### src/rtl/peripheral_axi4_arbiter.sv
// peripheral_axi4_arbiter
// Two-requester front end onto a single AXI4 (AXI3-style write-id) master
// port. One single-beat transfer is in flight at a time. Requesters are
// arbitrated by alternating priority, each transfer is guarded by a
// timeout that completes with SLVERR, and the completion is reported to the
// granted requester as a one-cycle rsp_valid pulse.
//
// Ports:
//   aclk, areset               clock, synchronous active-high reset
//   req_valid/req_ready        per-requester request strobe / accept pulse
//   req_write/addr/wdata/wstrb per-requester request payload (packed by index)
//   rsp_valid/rsp_rdata/resp   per-requester completion pulse and result
//   aw*/w*/b*                  AXI write address, write data, write response
//   ar*/r*                     AXI read address, read data
module peripheral_axi4_arbiter #(
  parameter int unsigned TIMEOUT = 255
) (
  input  logic        aclk,
  input  logic        areset,
  input  logic [1:0]  req_valid,
  output logic [1:0]  req_ready,
  input  logic [1:0]  req_write,
  input  logic [63:0] req_addr,
  input  logic [63:0] req_wdata,
  input  logic [7:0]  req_wstrb,
  output logic [1:0]  rsp_valid,
  output logic [31:0] rsp_rdata,
  output logic [1:0]  rsp_resp,
  output logic [3:0]  awid,
  output logic [31:0] awadr,
  output logic        awvalid,
  output logic [3:0]  awlen,
  output logic [2:0]  awsize,
  output logic [1:0]  awburst,
  output logic [1:0]  awlock,
  output logic [3:0]  awcache,
  output logic [2:0]  awprot,
  input  logic        awready,
  output logic [3:0]  wid,
  output logic [31:0] wrdata,
  output logic [3:0]  wstrb,
  output logic        wlast,
  output logic        wvalid,
  input  logic        wready,
  input  logic [3:0]  bid,
  input  logic [1:0]  bresp,
  input  logic        bvalid,
  output logic        bready,
  output logic [3:0]  arid,
  output logic [31:0] araddr,
  output logic        arvalid,
  output logic [3:0]  arlen,
  output logic [2:0]  arsize,
  output logic [1:0]  arlock,
  output logic [3:0]  arcache,
  output logic [2:0]  arprot,
  input  logic        arready,
  input  logic [3:0]  rid,
  input  logic [31:0] rdata,
  input  logic [1:0]  rresp,
  input  logic        rlast,
  input  logic        rvalid,
  output logic        rready
);

  typedef enum logic [2:0] {
    ST_IDLE  = 3'd0,
    ST_WADDR = 3'd1,
    ST_WRESP = 3'd2,
    ST_RADDR = 3'd3,
    ST_RDATA = 3'd4,
    ST_DONE  = 3'd5
  } state_t;

  state_t      state_r;
  logic        grant_r;
  logic        last_grant_r;
  logic [15:0] tmo_cnt_r;

  logic        grant_s;
  logic        adv_s;
  logic        active_s;
  logic        timeout_hit_s;
  logic [1:0]  rsp_onehot_s;
  logic        unused_s;

  // Alternating priority: a lone requester wins, a tie goes to the one not served last.
  function automatic logic pick_grant(input logic [1:0] valid, input logic last);
    logic g;
    case (valid)
      2'b01:   g = 1'b0;
      2'b10:   g = 1'b1;
      2'b11:   g = ~last;
      default: g = 1'b0;
    endcase
    return g;
  endfunction

  // Fixed single-beat burst attributes.
  assign awlen   = 4'd0;
  assign awsize  = 3'd2;
  assign awburst = 2'd1;
  assign awlock  = 2'd0;
  assign awcache = 4'd0;
  assign awprot  = 3'd0;
  assign wlast   = 1'b1;
  assign arlen   = 4'd0;
  assign arsize  = 3'd2;
  assign arlock  = 2'd0;
  assign arcache = 4'd0;
  assign arprot  = 3'd0;

  // Response ids and rlast carry no information for a single outstanding beat.
  assign unused_s = ^{bid, rid, rlast};

  assign rsp_onehot_s  = grant_r ? 2'b10 : 2'b01;
  // Counter is cleared on entry, so expiry fires on the TIMEOUT-th active cycle.
  assign timeout_hit_s = (tmo_cnt_r >= 16'(TIMEOUT - 32'd1));

  // Grant selection and combinational accept pulse while idle.
  always_comb begin
    grant_s   = pick_grant(req_valid, last_grant_r);
    req_ready = 2'b00;
    if (!areset && (state_r == ST_IDLE) && (|req_valid)) begin
      req_ready = grant_s ? 2'b10 : 2'b01;
    end else begin
      req_ready = 2'b00;
    end
  end

  // Per-state progress condition; a pending valid that is not yet accepted blocks WADDR.
  always_comb begin
    adv_s    = 1'b0;
    active_s = 1'b0;
    case (state_r)
      ST_WADDR: begin
        active_s = 1'b1;
        adv_s    = (!awvalid || awready) && (!wvalid || wready);
      end
      ST_WRESP: begin
        active_s = 1'b1;
        adv_s    = bvalid;
      end
      ST_RADDR: begin
        active_s = 1'b1;
        adv_s    = arready;
      end
      ST_RDATA: begin
        active_s = 1'b1;
        adv_s    = rvalid;
      end
      default: begin
        active_s = 1'b0;
        adv_s    = 1'b0;
      end
    endcase
  end

  // Transaction FSM with registered AXI and response outputs.
  always_ff @(posedge aclk) begin
    if (areset) begin
      state_r      <= ST_IDLE;
      grant_r      <= 1'b0;
      last_grant_r <= 1'b1;
      tmo_cnt_r    <= 16'd0;
      awid         <= 4'd0;
      awadr        <= 32'd0;
      awvalid      <= 1'b0;
      wid          <= 4'd0;
      wrdata       <= 32'd0;
      wstrb        <= 4'd0;
      wvalid       <= 1'b0;
      bready       <= 1'b0;
      arid         <= 4'd0;
      araddr       <= 32'd0;
      arvalid      <= 1'b0;
      rready       <= 1'b0;
      rsp_valid    <= 2'b00;
      rsp_rdata    <= 32'd0;
      rsp_resp     <= 2'b00;
    end else begin
      case (state_r)
        ST_IDLE: begin
          if (|req_valid) begin
            grant_r      <= grant_s;
            last_grant_r <= grant_s;
            tmo_cnt_r    <= 16'd0;
            if (req_write[grant_s]) begin
              state_r <= ST_WADDR;
              awvalid <= 1'b1;
              wvalid  <= 1'b1;
              awid    <= {3'b000, grant_s};
              wid     <= {3'b000, grant_s};
              awadr   <= grant_s ? req_addr[63:32]  : req_addr[31:0];
              wrdata  <= grant_s ? req_wdata[63:32] : req_wdata[31:0];
              wstrb   <= grant_s ? req_wstrb[7:4]   : req_wstrb[3:0];
            end else begin
              state_r <= ST_RADDR;
              arvalid <= 1'b1;
              arid    <= {3'b000, grant_s};
              araddr  <= grant_s ? req_addr[63:32] : req_addr[31:0];
            end
          end
        end
        ST_WADDR: begin
          if (awvalid && awready) awvalid <= 1'b0;
          if (wvalid && wready)   wvalid  <= 1'b0;
          if (adv_s) begin
            state_r <= ST_WRESP;
            bready  <= 1'b1;
          end
        end
        ST_WRESP: begin
          if (bvalid) begin
            state_r   <= ST_DONE;
            bready    <= 1'b0;
            rsp_valid <= rsp_onehot_s;
            rsp_resp  <= bresp;
            rsp_rdata <= 32'd0;
          end
        end
        ST_RADDR: begin
          if (arready) begin
            state_r <= ST_RDATA;
            arvalid <= 1'b0;
            rready  <= 1'b1;
          end
        end
        ST_RDATA: begin
          if (rvalid) begin
            state_r   <= ST_DONE;
            rready    <= 1'b0;
            rsp_valid <= rsp_onehot_s;
            rsp_resp  <= rresp;
            rsp_rdata <= rdata;
          end
        end
        ST_DONE: begin
          state_r   <= ST_IDLE;
          rsp_valid <= 2'b00;
        end
        default: begin
          state_r <= ST_IDLE;
        end
      endcase

      if (active_s) tmo_cnt_r <= tmo_cnt_r + 16'd1;

      // Expiry overrides the state logic above unless the slave progressed this cycle.
      if (active_s && !adv_s && timeout_hit_s) begin
        state_r   <= ST_DONE;
        awvalid   <= 1'b0;
        wvalid    <= 1'b0;
        bready    <= 1'b0;
        arvalid   <= 1'b0;
        rready    <= 1'b0;
        rsp_valid <= rsp_onehot_s;
        rsp_resp  <= 2'b10;
        rsp_rdata <= 32'd0;
      end
    end
  end

endmodule

### config.mk
export PLATFORM = sky130hd
export DESIGN_NAME = peripheral_axi4_arbiter
export DESIGN_NICKNAME = d
export VERILOG_FILES = /design/src/rtl/peripheral_axi4_arbiter.sv
export SDC_FILE = /design/constraint.sdc
export NUM_CORES = 1
export LEC_CHECK = 0
export CAP_MARGIN = 20
export CORE_ASPECT_RATIO = 0.6
export CORE_UTILIZATION = 40
export DETAILED_ROUTE_END_ITERATION = 12
export HOLD_SLACK_MARGIN = 0.03
export PLACE_DENSITY = 0.88
export SLEW_MARGIN = 40
export SYNTH_ARGS = -nofsm -noshare
export SYNTH_HDL_FRONTEND = slang
export SYNTH_SLANG_ARGS = --single-unit
export TNS_END_PERCENT = 20
### constraint.sdc
create_clock -name aclk -period 2.55 [get_ports aclk]
set_input_delay 0.255 -clock aclk [delete_from_list [all_inputs] [get_ports aclk]]
set_output_delay 0.255 -clock aclk [all_outputs]
set_load 0.005 [all_outputs]
==> run metrics, run 1 <==
status=finished clean; Mapped Area=7510 µm²; met2 Use GR=37.3%; post-cts resize count=0; drt wl/cell=16.2 µm; Starting Density=between 40 and 50%; type of element capturing the critical path=primary output; Port Buf Inserts=328; Hold Vio Cnt, Final=0; combinational share of power=39.2%; Setup CP Type=in -> out; root buf cell=clkbuf_16; Post-synth EDFFs=0; largest net degree at the start of global routing=100; non-filler cells, final=1406; slowest stage delay, CP=0.56 ns; final wirelength=around 23000 µm; Core Rows=38; Pre-antenna DRT Iters=5; max frequency=about 450 MHz; synth unique cells=55; fin nets=about 1300; met1 usage=29.6%; Die ar.=around 19000 µm²; CP most frequent cell=clkdlybuf4s50_1; Core ar.=between 15000 and 20000 µm²; residual DRC count=0; critical path fanouts, max=54; FILL cells=about 1500; pwr dens=around 850 nW/µm²; CTS H-tree lvls=4; P_sw=3.35 mW; chip width=179 µm; Final setup viols=0; # hold bufs at CTS=0; total power=around 9.7 mW; commonest register cell after synthesis=dfxtp_1; postcts setup bufs=0; Int Power=6.30 mW; setup TNS=0 ns; antenna diode count=0; leakage power=4.10 nW; ANT nets after route=0; Rel. slew slack=61.7%; Synth top area share=between 40% and 50%; Reg clk slew, reported paths=0.07 ns; DR iter-0 viols=just under 500; worst hold path type=in -> reg; GR peak layer=met2; clock power share=25.1%; crit path launch type=input pin; vias in the first global route=6686; Net Sw Frac=34.7%; Synth area leaders=dfxtp_1 (44%), nand2_1 (6.3%), nor2_1 (6.3%); Peak VDD IR=0.458 mV; FF+latch count, synth=164; routability cong.=0.846; GR Layer Usage met3=5.66%; Worst-Skew Late Latency=between 0.4 and 0.5 ns; Tmin final=2.21 ns; CP Cell Sequence=clkdlybuf4s50_1, a21boi_4, buf_12, nor3_1, clkdlybuf4s50_1; global route total overflow=0; final max-slew violation count=0; WP data arrival=1.96 ns; Sequential Power Share=35.7%; TritonCTS clock tree=yes; Worst-Margin Slew=0.573 ns; critical path's slowest cell=clkdlybuf4s50_1; Die Height=about 110 µm; asr flop ratio synth=0%; Placed Instances=1373; total track usage=22.7%; clock skew=0.0137 ns; cell taking the most area after synthesis=dfxtp_1; layout cells sized above 1=10.4%; Max clock buf depth=2; initial antenna violation count=1; Cells after Synth=856; drt via density=approximately 5.1; Num CTS Buffers=17; sequential fraction of the synthesis area=43.7%; Max Cap Viol=0; RSZ-0062 raised after global routing=no; first-pass GRT wire length=~35000 µm; WP data required=2.30 ns; syn_area_per_cell=just under 9 µm²; fin crit share=86.8%; hpwl dp=16900 µm; P&R area growth vs syn=51.5%; clk sinks=164; Top Ports=382; Synth Warn #=0; DR vias=7177
==> synth_stat cells (2+ instances only) <==
| library cell | count |
|---|---|
| a21oi_1 | 43 |
| a211oi_1 | 39 |
| a311oi_2 | 10 |
| dfxtp_1 | 164 |
| mux2i_1 | 36 |
| nand2_1 | 126 |
| a21o_1 | 3 |
| nand3_1 | 42 |
| o211a_1 | 3 |
| mux2_2 | 3 |
| nand3b_1 | 5 |
| conb_1 | 2 |
| nand2b_1 | 3 |
| ha_1 | 2 |
| nor3_1 | 10 |
| a311oi_1 | 28 |
| nand4_1 | 3 |
| nor4_1 | 3 |
| mux2_1 | 2 |
| inv_1 | 7 |
| nor2_1 | 125 |
| buf_2 | 18 |
| o211ai_1 | 2 |
| o21ai_0 | 12 |
| a211oi_2 | 30 |
| clkbuf_1 | 36 |
| a211o_1 | 2 |
| a21oi_2 | 10 |
| buf_6 | 5 |
| nor2b_1 | 4 |
| nor3b_2 | 2 |
| buf_4 | 53 |
==> through the flow <==
stage	instance area, µm²	hold WS, ns	utilization (%)	setup slack (ns)
after detailed placement	10800	0.443	59.4	0.195
final	11400	0.256	62.5	0.337
after global routing	11400	0.236	62.5	0.203
after global placement	10800	0.438	59.4	0.293
after floorplan	7660	0.407	-	0.797
after CTS	11400	0.228	62.4	0.137
==> layout make-up <==
| class | instances | area (µm²) | share of cell area (%) |
|---|---|---|---|
| clock buffers | 18 | 429 | 3.77 |
| clock inverters | 14 | 119 | 1.04 |
| inverters | 7 | 26.3 | 0.231 |
| multi-input cells | 614 | 3700 | 32.6 |
| flip-flops and latches | 164 | 3280 | 28.9 |
| well taps | 240 | 300 | 2.64 |
| repair buffers | 349 | 3510 | 30.9 |
==> power groups by stage <==
stage / Sequential, mW / Clock (mW) / Combinational, mW
3_3_place_gp: 3.47 / 0 / 3.66
5_1_grt: 3.51 / 2.59 / 4.12
2_1_floorplan: 3.46 / 0 / 2.06
4_1_cts: 3.45 / 2.49 / 3.77
3_5_place_dp: 3.50 / 0 / 3.76
6_report: 3.45 / 2.42 / 3.78
==> worst max-delay path: cells and delay by family <==
family | cells | cell delay [ns]
simple gates | 1 | 0.11
buf+inv | 3 | 1.31
compound gates | 1 | 0.28
==> cell families after synthesis <==
family          count (synthesis)  synth area share, %
mux                            42                 5.75
fa+ha+maj                       2                0.333
compound gates                192                 21.4
other cells                     2                0.100
buf+inv                       120                 9.45
simple gates                  334                 19.3
flops                         164                 43.7
==> per-layer routing <==
metal	share of wire, %	up-vias
met3	7.1	18
met4	1.0	0
met5	0	-
li1	-	3514
met1	44	3381
met2	48	264
==> worst paths after layout <==
| path | startpoint | end | slack (ns) | cells after the start |
|---|---|---|---|---|
| max | req_valid[1] | req_ready[0] | 0.34 | 5 |
| min reg2reg | rsp_rdata[30] | rsp_rdata[30] | 0.45 | 2 |
| max reg2reg | tmo_cnt_r[4] | rsp_rdata[28] | 0.44 | 5 |
| min | areset | tmo_cnt_r[9] | 0.26 | 2 |
==> registers in the layout (all words and copies together), names as in the netlist <==
register      count
grant_r           1
rsp_valid         2
awadr            32
wstrb             4
arid              1
araddr           32
state_r           3
awvalid           1
rsp_rdata        32
wrdata           32
awid              1
wvalid            1
rready            1
tmo_cnt_r        16
bready            1
last_grant_r      1
arvalid           1
rsp_resp          2
==> placed cells by master (no fill, tap or decap), drive strengths merged, types with 3 or more instances in the layout <==
master	n
inv	15
nand2b	3
buf	22
dfxtp	164
conb	44
a21oi	53
clkinvlp	3
o211a	3
a311oi	38
mux2i	36
mux2	6
nand3	42
o21ai	13
nor2	125
clkinv	3
nor3	12
nand2	126
a211oi	69
nor2b	4
clkdlybuf4s50	327
nand3b	5
nor4	4
clkbuf	18
nand4	3
a21o	3
No activity file was read; power rests on OpenSTA's default activity.
==> inputs of run 2 (changes only) <==
Settings changed: CAP_MARGIN 20 to not set.
==> results of run 2 <==
Same layout as run 1: the final DEF is identical, and so are final timing and power.
==> inputs of run 3 (changes only) <==
Settings changed: CAP_MARGIN set to 20.
==> results of run 3 <==
Same layout as run 1: the final DEF is identical, and so are final timing and power.
